### src/rtl/need_monitor.sv
// Per-need debounced warning monitor with priority encode and latched DEAD state.
// Optional macro NEED_MONITOR_REVIVE_EN lets revive leave DEAD once all levels are calm.
module need_monitor #(
  parameter int NUM_NEEDS   = 6,
  parameter int LEVEL_W     = 4,
  parameter int WARN_LEVEL  = 12,
  parameter int DEAD_LEVEL  = 2**LEVEL_W-1,
  parameter int HOLD_CYCLES = 4,
  localparam int TW = (NUM_NEEDS > 1) ? $clog2(NUM_NEEDS) : 1
) (
  input  logic                         clk,
  input  logic                         rst,
  input  logic [NUM_NEEDS*LEVEL_W-1:0] levels,
  input  logic [NUM_NEEDS-1:0]         ack,
  input  logic                         revive,
  output logic [NUM_NEEDS-1:0]         warn,
  output logic                         dead,
  output logic [1:0]                   state,
  output logic [TW-1:0]                top_need,
  output logic                         top_valid,
  output logic                         alert
);

  typedef enum logic [1:0] {
    S_OK   = 2'b00,
    S_WARN = 2'b01,
    S_DEAD = 2'b10
  } state_t;

  localparam logic [7:0] HOLD = 8'(HOLD_CYCLES);

  state_t               st;
  logic [7:0]           cnt    [NUM_NEEDS];
  logic [7:0]           cnt_nx [NUM_NEEDS];
  logic [NUM_NEEDS-1:0] hi;
  logic [NUM_NEEDS-1:0] die;
  logic [NUM_NEEDS-1:0] set;
  logic [NUM_NEEDS-1:0] warn_nx;
  logic [TW-1:0]        enc;
  logic                 revive_ok;

  assign state = st;

  always_comb begin
    hi  = '0;
    die = '0;
    set = '0;
    for (int i = 0; i < NUM_NEEDS; i++) begin
      hi[i]  = levels[i*LEVEL_W +: LEVEL_W] >= LEVEL_W'(WARN_LEVEL);
      die[i] = levels[i*LEVEL_W +: LEVEL_W] >= LEVEL_W'(DEAD_LEVEL);
      if (!hi[i])
        cnt_nx[i] = 8'd0;
      else if (cnt[i] == HOLD)
        cnt_nx[i] = cnt[i];
      else
        cnt_nx[i] = cnt[i] + 8'd1;
      set[i] = hi[i] && (cnt_nx[i] == HOLD);
    end
    // set wins; a clear needs the level low, so it cannot coincide anyway
    warn_nx = set | (warn & ~(ack & ~hi));
  end

  always_comb begin
    enc = '0;
    for (int i = NUM_NEEDS-1; i >= 0; i--)
      if (warn_nx[i]) enc = TW'(i);
  end

`ifdef NEED_MONITOR_REVIVE_EN
  assign revive_ok = revive && !(|hi);
`else
  assign revive_ok = revive & 1'b0;
`endif

  always_ff @(posedge clk or posedge rst) begin
    if (rst) begin
      st        <= S_OK;
      warn      <= '0;
      dead      <= 1'b0;
      top_need  <= '0;
      top_valid <= 1'b0;
      alert     <= 1'b0;
      for (int i = 0; i < NUM_NEEDS; i++) cnt[i] <= 8'd0;
    end else begin
      case (st)
        S_DEAD: begin
          alert <= 1'b0;
          for (int i = 0; i < NUM_NEEDS; i++) cnt[i] <= 8'd0;
          if (revive_ok) begin
            st        <= S_OK;
            warn      <= '0;
            dead      <= 1'b0;
            top_need  <= '0;
            top_valid <= 1'b0;
          end
        end
        default: begin
          if (|die) begin
            st        <= S_DEAD;
            warn      <= '1;
            dead      <= 1'b1;
            top_need  <= '0;
            top_valid <= 1'b0;
            alert     <= 1'b0;
            for (int i = 0; i < NUM_NEEDS; i++) cnt[i] <= 8'd0;
          end else begin
            st        <= (|warn_nx) ? S_WARN : S_OK;
            warn      <= warn_nx;
            top_need  <= enc;
            top_valid <= |warn_nx;
            alert     <= |(warn_nx & ~warn);
            for (int i = 0; i < NUM_NEEDS; i++) cnt[i] <= cnt_nx[i];
          end
        end
      endcase
    end
  end

endmodule

### config.mk
export PLATFORM = sky130hd
export DESIGN_NAME = need_monitor
export DESIGN_NICKNAME = d
export VERILOG_FILES = /design/src/rtl/need_monitor.sv
export SDC_FILE = /design/constraint.sdc
export NUM_CORES = 1
export LEC_CHECK = 0
export ABC_AREA = 1
export BUFFER_PORTS_ARGS = -buffer_cell sky130_fd_sc_hd__buf_2
export CORE_ASPECT_RATIO = 2
export CORE_MARGIN = 3
export CORE_UTILIZATION = 33
export DETAILED_ROUTE_END_ITERATION = 7
export SLEW_MARGIN = 20
export SYNTH_ARGS = -nofsm -noshare
export SYNTH_HDL_FRONTEND = slang
export SYNTH_SLANG_ARGS = --single-unit
### constraint.sdc
create_clock -name clk -period 2.3 [get_ports clk]
set_input_delay 0.345 -clock clk [delete_from_list [all_inputs] [get_ports clk]]
set_output_delay 0.345 -clock clk [all_outputs]
set_load 0.01 [all_outputs]
==> results of run 1 <==
## logic make-up (layout without fill, tap and decap cells)
group                    after synthesis  count (layout)  share of synthesized area (%)
AND/OR/NAND/NOR                      321             321                           37.9
buffers and inverters                 80             137                           8.21
flip-flops                            61              61                           40.5
AO/OA/AOI/OAI                         34              34                           5.61
XOR/XNOR                              16              16                           3.72
adder cells (fa/ha/maj)               12              12                           3.99
## metal layers
metal / up-vias / part of all wire (%) / global-route usage (%)
met4: 0 / 2.7 / 7.66
met2: 46 / 57 / 29.5
li1: 1747 / - / -
met3: 17 / 2.6 / 1.78
met1: 1574 / 37 / 15.5
met5: - / 0 / 0
## sequential cells by signal, indices dropped and copies added, names as in the netlist
signal,count
alert,1
cnt,48
dead,1
state,2
top_need,3
warn,6
## layout make-up
cell class / instances / area [um^2]
well taps: 140 / 175
fillers: 1154 / 6540
repair buffers: 48 / 273
multi-input cells: 383 / 1930
inverters: 73 / 274
flip-flops and latches: 61 / 1530
clock buffers: 12 / 246
clock inverters: 4 / 47.5
## metrics by stage
stage	instance area (um^2)	power, uW	std cells
global route	4470	2580	721
detailed placement	4180	1190	705
floorplan	3770	1140	524
global placement	4180	1190	705
CTS	4470	2530	721
finish	4470	2500	721
## power by group
group / switching [uW] / total (uW) / internal, uW
sequential: 1.57 / 1080 / 1080
combinational: 59.8 / 92.7 / 32.9
clock: 463 / 1330 / 863
total: 524 / 2500 / 1970
## worst min path at each step
stage                     from  slack [ns]  endpoint  depth (start not counted)
after floorplan           dead        0.51      dead                          1
after global placement     rst        0.49   cnt[25]                          2
after detailed placement   rst        0.49   cnt[24]                          2
after CTS                  rst        0.14   cnt[24]                          2
after global routing       rst        0.19   cnt[24]                          2
final                      rst        0.11   cnt[24]                          2
## cells in the final DEF, fill, tap and decap left out, drive strengths merged, types with 7 or more instances in the layout
master,Yosys,final
nand2,146,146
nor2,93,93
inv,73,73
nand3,62,62
dfrtp,61,61
buf,7,48
ha,12,12
clkbuf,0,12
o21ai,12,12
a21oi,11,11
xor2,9,9
xnor2,7,7
o22ai,7,7
## critical path, delay by kind of cell, from the launching register on
kind / cells / cell delay [ns]
AOI/OAI and AO/OA: 1 / 0.15
adders and majority gates: 1 / 0.17
buffers and inverters: 3 / 0.25
DFF: 1 / 0.39
and+or+nand+nor: 10 / 0.89
==> flow_summary.json, run 1 <==
{
  "yosysSeqAreaShare_pct": 40.5,
  "cts_buffers": 9,
  "end_kind": "flip-flop",
  "holdBufCountCts": 0,
  "cts_root_buf": "clkbuf_16",
  "drtPass1Iterations": 4,
  "slew_viol_final": 0,
  "crit_type": "reg2reg",
  "port_buffers": 45,
  "hold_ws_ns": 0.114,
  "io_pins": 47,
  "finalSetupViolCount": 0,
  "ys.flop_type": "dfrtp_1",
  "cellLeakagePower_uw": 0.00223,
  "crit_end": "top_need[0]",
  "fin_nets": 621,
  "min_path_type": "in2async",
  "finClkSkew_ns": 0.00732,
  "clk_pin_slew_worst_paths_ns": 0.05,
  "cp_slowest_cell": "dfrtp_1",
  "rr_worst_depth": 15,
  "die_y_um": 157,
  "drtIter0Drc": 174,
  "syn_nets": 569,
  "cts.sinks": 61,
  "insertion_delay_ns": 0.33,
  "insertedDiodeCount": 0,
  "grt_pass1_wl_um": 15100,
  "htreeDepth": 3,
  "area.growth.synth_to_final_pct": 18.8,
  "relSlewSlack_pct": 54.9,
  "reg2reg_setup_slack_ns": 0.33,
  "synth_area_leaders": "dfrtp_1, nand2_1, nor2_1",
  "arrival_ns": 2.18,
  "yosys.cell_types.count": 31,
  "max_slew.worst_pin.slew_ns": 0.676,
  "vdd_drop_max_mv": 0.435,
  "synth.most_common_cell": "nand2_1",
  "dp_slack_ns": 0.300,
  "crit_start": "cnt[24]",
  "utilization_pct": 40.6,
  "worstPathMaxFanout": 4,
  "die_area_um2": 12800,
  "r2r_end": "top_need[0]",
  "post-cts-setup-buffers": 0,
  "synth_async_sr_flop_share_pct": 100,
  "synth_top_cell_area_share_pct": 40.5,
  "layout-drive-gt1-share_pct": 17.7,
  "crit_top_cell": "nand2_1",
  "antenna_found_initial": 0,
  "cts.path.max_buffers": 2,
  "grt_pass1_vias": 3446,
  "syn_avg_cell_area_um2": 7.19,
  "fin_ws_ns": 0.334,
  "vias_per_cell": 4.69,
  "dp_hpwl_um": 6970,
  "finalHoldViolCount": 0,
  "cts_resized": 0,
  "rsz0062_at_grt": "no",
  "chipWidth_um": 81.5,
  "ant_nets": 0,
  "cp-start-kind": "flip-flop",
  "fin_crit_ns": 1.97,
  "wl_per_cell_um": 12.3,
  "grt.overflow.total": 0,
  "synth_edf_count": 0,
  "cts_tree": "done",
  "fmax_ghz": 0.509,
  "initial_core_util_pct": 34.2,
  "totalWireLength_um": 8890,
  "p_per_area_nw_per_um2": 558,
  "drc": 0,
  "yosys_warnings": 0,
  "syn_area_um2": 3770,
  "path_cells": "inv_1 -> ha_1 -> nand3b_1 -> nor2_2 -> inv_2 -> a21oi_2 -> nand2_1 -> nor2_2 -> nand2_2 -> nand2_4 -> inv_1 -> nand2_1 -> nand2_1 -> nand2_1 -> nand2_1",
  "status": "complete, no violations",
  "num_vias": 3384,
  "core_um2": 11000,
  "synth_common_cells": "nand2_1, nor2_1, inv_1",
  "cap_violations": 0,
  "crit_required_ns": 2.52,
  "worst_path_largest_cell_delay_ns": 0.39,
  "finalSetupTns_ns": 0,
  "post-route-period-util_pct": 85.5,
  "synth_largest_area_cell": "dfrtp_1",
  "gp_congestion": 0.836,
  "rows": 54,
  "grt_usage_pct": 15.3,
  "r2r_start": "cnt[24]",
  "grt_max_degree": 37,
  "ys_seq_elements": 61,
  "synth_cells": 524
}
(Power assumes the default switching activity.)
==> inputs of run 2 (changes only) <==
- clock period: 2.3 -> 1.9 ns (I/O delays scaled with it)
==> run 2 against run 1 <==
  * First-iteration DRC count rose by 37%
  * Sequential share of layout area fell by 2.7 points
  * Clock power rose by 34%
  * Cell area rose by 8.8%
  * Worst hold slack improved by 0.14 ns
  * Largest cell class unchanged
  * Via count rose by 3.6%
  * Flip-flop and latch count did not move
  * Critical path depth rose by 2
  * Highest routed layer unchanged
  * Non-clock buffer count rose by 20
  * Count of clock-buffer cells in the layout did not move
  * Register-to-register slack got worse by 0.27 ns
  * Total power rose by 28%
==> flow_summary.json, run 2 (synthesis gave the netlist of run 1 again) <==
{
  "hold_depth": 3,
  "totalWireLength_um": 9110,
  "worstPathMaxFanout": 4,
  "regArea_um2": 1530,
  "top_register": "cnt",
  "grt.overflow.total": 0,
  "vias_per_cell": 4.73,
  "grt_max_degree": 41,
  "met1Wirelength_um": 3390,
  "multi_input_area_um2": 2150,
  "wl_met2_um": 5180,
  "num-fill-cells": 1127,
  "finalSetupTns_ns": 0,
  "insertedDiodeCount": 0,
  "rr_worst_depth": 17,
  "max_slew.worst_pin.slew_ns": 0.500,
  "vdd_drop_max_mv": 0.390,
  "largest_reg_flops": 48,
  "finalSetupViolCount": 0,
  "worst_path_largest_cell_delay_ns": 0.40,
  "end_kind": "flip-flop",
  "stdcell_area_um2": 4870,
  "rows": 54,
  "detailed_place.area_um2": 4210,
  "place_inst": 711,
  "die_area_um2": 12800,
  "p_per_area_nw_per_um2": 658,
  "status": "complete, no violations",
  "io_pins": 47,
  "initial_core_util_pct": 34.2,
  "slew_viol_final": 0,
  "arrival_ns": 2.11,
  "area.growth.synth_to_final_pct": 29.2,
  "layout-drive-gt1-share_pct": 30.3,
  "clk_pin_slew_worst_paths_ns": 0.05,
  "drtPass1Iterations": 4,
  "final_cell_mix": "nand2_1, nor2_1, dfrtp_1",
  "route.met3.wl_um": 224,
  "fin_cells": 741,
  "routed.top_layer": "met4",
  "grt_usage_pct": 15.0,
  "min_path_type": "in2reg",
  "ant_nets": 0,
  "die_y_um": 157,
  "antenna_found_initial": 0,
  "fin_crit_ns": 1.84,
  "post-route-period-util_pct": 96.8,
  "grt_pass1_vias": 3356,
  "drc": 0,
  "insertion_delay_ns": 0.33,
  "htreeDepth": 3,
  "cellLeakagePower_uw": 0.00235,
  "relSlewSlack_pct": 66.6,
  "crit_type": "reg2reg",
  "rsz0062_at_grt": "yes",
  "path_cells": "inv_2 -> ha_1 -> nand2_2 -> nor2_4 -> nand2_2 -> nand2_1 -> nand3_2 -> nand2_1 -> nor2_2 -> nand2_2 -> nand2_2 -> nand2_1 -> nand2_1 -> nand2_2 -> nand2_1 -> nand2_1 -> nand2_1",
  "crit_top_cell": "nand2_1",
  "cts.path.max_buffers": 2,
  "grt_pass1_wl_um": 14600,
  "fin_nets": 641,
  "crit_required_ns": 2.17,
  "chipWidth_um": 81.5,
  "final_common_cell": "nand2_1",
  "finalHoldViolCount": 0,
  "drtIter0Drc": 239,
  "top_regs": "cnt (48), warn (6), top_need (3)",
  "cap_violations": 0,
  "fin_ws_ns": 0.0602,
  "port_buffers": 45,
  "cp-start-kind": "flip-flop",
  "core_um2": 11000,
  "finClkSkew_ns": 0.00790,
  "dp_slack_ns": -0.00297,
  "cts_tree": "done",
  "cts_root_buf": "clkbuf_16",
  "num_vias": 3505,
  "cp_slowest_cell": "dfrtp_1",
  "dp_hpwl_um": 6740,
  "cts.sinks": 61,
  "wl_per_cell_um": 12.3,
  "fmax_ghz": 0.544,
  "gp_congestion": 0.852,
  "cts_buffers": 9
}
==> run 2: cell types whose count changed in the layout (fill, tap and decap cells not counted), moves of 6 or more <==
cell and delta:
nor2_1 -12, nand3_2 +7, nand2_2 +13, inv_2 +11, inv_1 -11, nand3_1 -9, nor2_2 +6, buf_4 +20
nor2_4 +6, nand2_1 -13
==> run 2: worst max-delay path, delay by kind of cell, from the launching register on <==
family        cells  cell delay [ns]
buf+inv           1             0.05
simple gates     15             1.12
fa+ha+maj         1             0.20
flops             1             0.40
==> run 2: cell type report <==
| class | count | area share [%] |
|---|---|---|
| Clock buffer | 12 | 5.27 |
| Clock inverter | 4 | 1.44 |
| Inverter | 73 | 5.63 |
| Multi-Input combinational cell | 383 | 44.1 |
| Sequential cell | 61 | 31.5 |
| Tap cell | 140 | 3.60 |
| Timing Repair Buffer | 68 | 8.49 |
==> run 2: through the flow <==
step                utilization (%)  hold WS (ns)  total power [uW]
floorplan                         -         0.471              1380
global placement               38.2         0.335              1450
detailed placement             38.2         0.348              1450
CTS                            41.4         0.251              3240
global route                   44.2         0.284              3310
finish                         44.2         0.254              3200
==> run 2: repair_timing <==
item | CTS | global route
gates resized for setup | 4 | 71
pin swaps | 0 | 33
endpoints found under the hold margin | 1 | 0
setup buffers | 0 | 13
setup endpoints to repair | 2 | 8
hold buffers | 1 | 0
==> run 2: final timing paths <==
check	from	to	slack (ns)
max in group asynchronous	rst	cnt[16]	0.75
worst min-delay path	levels[22]	cnt[3]	0.25
worst max register to register	cnt[0]	top_need[0]	0.06
min in group asynchronous	rst	cnt[39]	0.53
worst min register to register	top_need[0]	top_need[0]	0.49
worst max-delay path	cnt[0]	top_need[0]	0.06
==> run 2: metal layers <==
layer	GRT usage, %	vias to the layer above
met2	28.7	44
met1	14.8	1651
li1	-	1789
met3	2.12	21
met4	8.38	0
met5	0	-
==> run 2: power by group <==
| group | leakage [uW] | switching, uW | internal (uW) | total, uW |
|---|---|---|---|---|
| clock network | 0.000163 | 562 | 1210 | 1780 |
| logic | 0.00137 | 77.0 | 46.1 | 123 |
| registers | 0.000824 | 1.79 | 1300 | 1300 |
| total | 0.00235 | 640 | 2560 | 3200 |
==> inputs of run 3 (changes only) <==
- ABC_AREA: 1 -> 0
- CORE_MARGIN: 3 -> 1
==> run 3 against run 2 <==
  * The flow now finishes with violations (negative setup slack)
  * Register-to-register slack lost 0.47 ns
  * Worst hold slack lost 0.24 ns
  * Sequential power grew 19%
  * Sequential share of layout area shrank 5.4 points
  * Area after synthesis grew 2.8%
  * Largest power group is now registers
==> flow_summary.json, run 3 <==
{
  "violations": "negative setup slack",
  "holdBufCountCts": 0,
  "worstPathMaxFanout": 4,
  "multi_input_area_um2": 2520,
  "ant_nets": 0,
  "fin_nets": 655,
  "stdcell_area_um2": 5870,
  "r2r_end": "top_need[0]",
  "seq_power_share_pct": 36.2,
  "synth_async_sr_flop_share_pct": 100,
  "grt_pass1_wl_um": 18800,
  "clk_pin_slew_worst_paths_ns": 0.06,
  "rsz0062_at_grt": "yes",
  "top_register": "cnt",
  "area.growth.synth_to_final_pct": 51.6,
  "die_y_um": 155,
  "top_regs": "cnt (48), warn (6), top_need (3)",
  "gp_congestion": 0.959,
  "yosysSeqAreaShare_pct": 39.4,
  "initial_core_util_pct": 34.1,
  "yosys_warnings": 0,
  "cts_buffers": 9,
  "grt_max_degree": 62,
  "io_pins": 47,
  "min_path_type": "in2async",
  "drtIter0Drc": 135,
  "power_frac_comb_pct": 27.6,
  "detailed_place.area_um2": 5080,
  "p_sw_uw": 1350,
  "slew_viol_final": 0,
  "syn_area_um2": 3870,
  "ys.flop_type": "dfrtp_1",
  "finalHoldViolCount": 0,
  "fmax_ghz": 0.432,
  "p_int_uw": 2920,
  "rows": 55,
  "num_vias": 3929,
  "cts.path.max_buffers": 2,
  "regArea_um2": 1530,
  "crit_required_ns": 2.12,
  "drc": 0,
  "dp_hpwl_um": 8490,
  "synth.most_common_cell": "dfrtp_1",
  "worst_path_largest_cell_delay_ns": 0.46,
  "end_kind": "flip-flop",
  "core_um2": 11400,
  "ys_seq_elements": 61,
  "yosys.cell_types.count": 77,
  "post-route-period-util_pct": 122,
  "largest_reg_flops": 48,
  "totalPowerFinal_uw": 4280,
  "clock_power_share_pct": 36.2,
  "insertion_delay_ns": 0.33,
  "layout-drive-gt1-share_pct": 43.9,
  "htreeDepth": 3,
  "grt_pass1_vias": 4130,
  "final_common_cell": "buf_4",
  "cts_root_buf": "clkbuf_16",
  "p_per_area_nw_per_um2": 729,
  "status": "finished with violations",
  "drtPass1Iterations": 4,
  "syn_avg_cell_area_um2": 8.90,
  "num-fill-cells": 1044,
  "reg2reg_setup_slack_ns": -0.41,
  "synth_common_cells": "dfrtp_1, nor2_1, nand2_1",
  "cp-start-kind": "flip-flop",
  "r2r_start": "cnt[32]",
  "synth_largest_area_cell": "dfrtp_1",
  "grt_usage_pct": 20.0,
  "totalWireLength_um": 11700,
  "fin_ws_ns": -0.414,
  "cap_violations": 0,
  "insertedDiodeCount": 0,
  "cts_tree": "done",
  "final_cell_mix": "buf_4, nor2_1, dfrtp_1",
  "path_cells": "inv_2 -> ha_1 -> or4b_4 -> or3_4 -> nor4b_4 -> o211ai_2 -> nand2_2 -> a22o_1 -> a31o_1",
  "vdd_drop_max_mv": 0.543,
  "synth_edf_count": 0,
  "synth_cells": 435,
  "max_slew.worst_pin.slew_ns": 0.548,
  "finClkSkew_ns": 0.00593,
  "synth_area_leaders": "dfrtp_1, nor2_1, xnor2_1",
  "fin_crit_ns": 2.31,
  "grt.overflow.total": 0,
  "antenna_found_initial": 0,
  "finalSetupViolCount": 17,
  "chipWidth_um": 78.6,
  "p_sw_share_pct": 31.6,
  "die_area_um2": 12200,
  "cp_slowest_cell": "or4b_4",
  "cts.sinks": 61,
  "cellLeakagePower_uw": 0.00260,
  "syn_nets": 480,
  "rr_worst_depth": 9,
  "vias_per_cell": 5.19,
  "wl_per_cell_um": 15.5,
  "crit_type": "reg2reg",
  "synth_top_cell_area_share_pct": 39.4,
  "relSlewSlack_pct": 63.2,
  "arrival_ns": 2.54,
  "port_buffers": 45
}
[run 3: cell types whose count changed after synthesis, sizes merged, moves of 7 or more]
cell    change
a21oi       +9
clkbuf      +7
inv        -51
nand2     -100
nand3      -33
nor2       -33
nor4        +9
xnor2      +14
xor2        +9
[run 3: what timing repair did]
action | in CTS | in global routing
buffers inserted | 15 | 12
hold endpoints to repair | 0 | 0
resized for setup | 33 | 38
pin swaps | 17 | 20
setup endpoints to repair | 18 | 20
[run 3: per-stage QoR]
stage / setup WS [ns] / hold slack (ns) / TNS, ns / instances / utilization [%]
after CTS: -0.405 / 0.0365 / -3.26 / 746 / 49.6
after global routing: -0.521 / 0.0438 / -4.90 / 757 / 51.7
after detailed placement: -0.461 / 0.383 / -3.30 / 715 / 44.7
after global placement: -0.357 / 0.386 / -2.31 / 715 / 44.7
after floorplan: -0.517 / 0.451 / -2.66 / 435 / -
final: -0.414 / 0.0128 / -3.42 / 757 / 51.7
[run 3: worst max path at each step]
stage / start / to / slack, ns
after floorplan: cnt[32] / top_need[0] / -0.52
after global placement: cnt[32] / top_need[0] / -0.36
after detailed placement: cnt[16] / state[0] / -0.46
after CTS: cnt[32] / top_need[0] / -0.41
after global routing: cnt[16] / top_need[2] / -0.52
final: cnt[32] / top_need[0] / -0.41
[run 3: power groups by stage]
stage | Sequential (uW) | Clock (uW) | Combinational, uW
floorplan | 1590 | 0 | 490
global placement | 1570 | 0 | 978
detailed placement | 1560 | 0 | 999
CTS | 1540 | 1570 | 1070
global route | 1570 | 1620 | 1280
finish | 1550 | 1550 | 1180
[run 3: layout make-up]
class	count	share of cell area, %
multi-input cells	337	43.0
flip-flops and latches	61	26.1
repair buffers	179	21.7
clock buffers	12	4.37
well taps	142	3.03
inverters	22	1.41
clock inverters	4	0.384
[run 3: kinds of logic (layout without fill, tap and decap cells)]
kind of cell	count (synthesis)	count (layout)	share of synthesized area, %
muxes	4	4	1.07
xor gates and xnor gates	39	39	8.82
adders and majority gates	12	12	3.88
and+or+nand+nor	211	211	29.1
buffers and inverters	37	217	4.10
AOI/OAI and AO/OA	71	71	13.6
DFF	61	61	39.4
[run 3: per-layer routing]
layer	routed length [um]	up-vias	global-route usage [%]
li1	-	1904	-
met1	4400	1884	19.8
met2	6550	107	38.0
met3	398	34	3.52
met4	375	0	10.7
met5	0	-	0
[run 3: worst max-delay path: cells and delay by family (launching register included)]
family          cells  cell delay [ns]
flops               1             0.40
simple gates        4             1.08
buf+inv             1             0.06
compound gates      3             0.55
fa+ha+maj           1             0.13
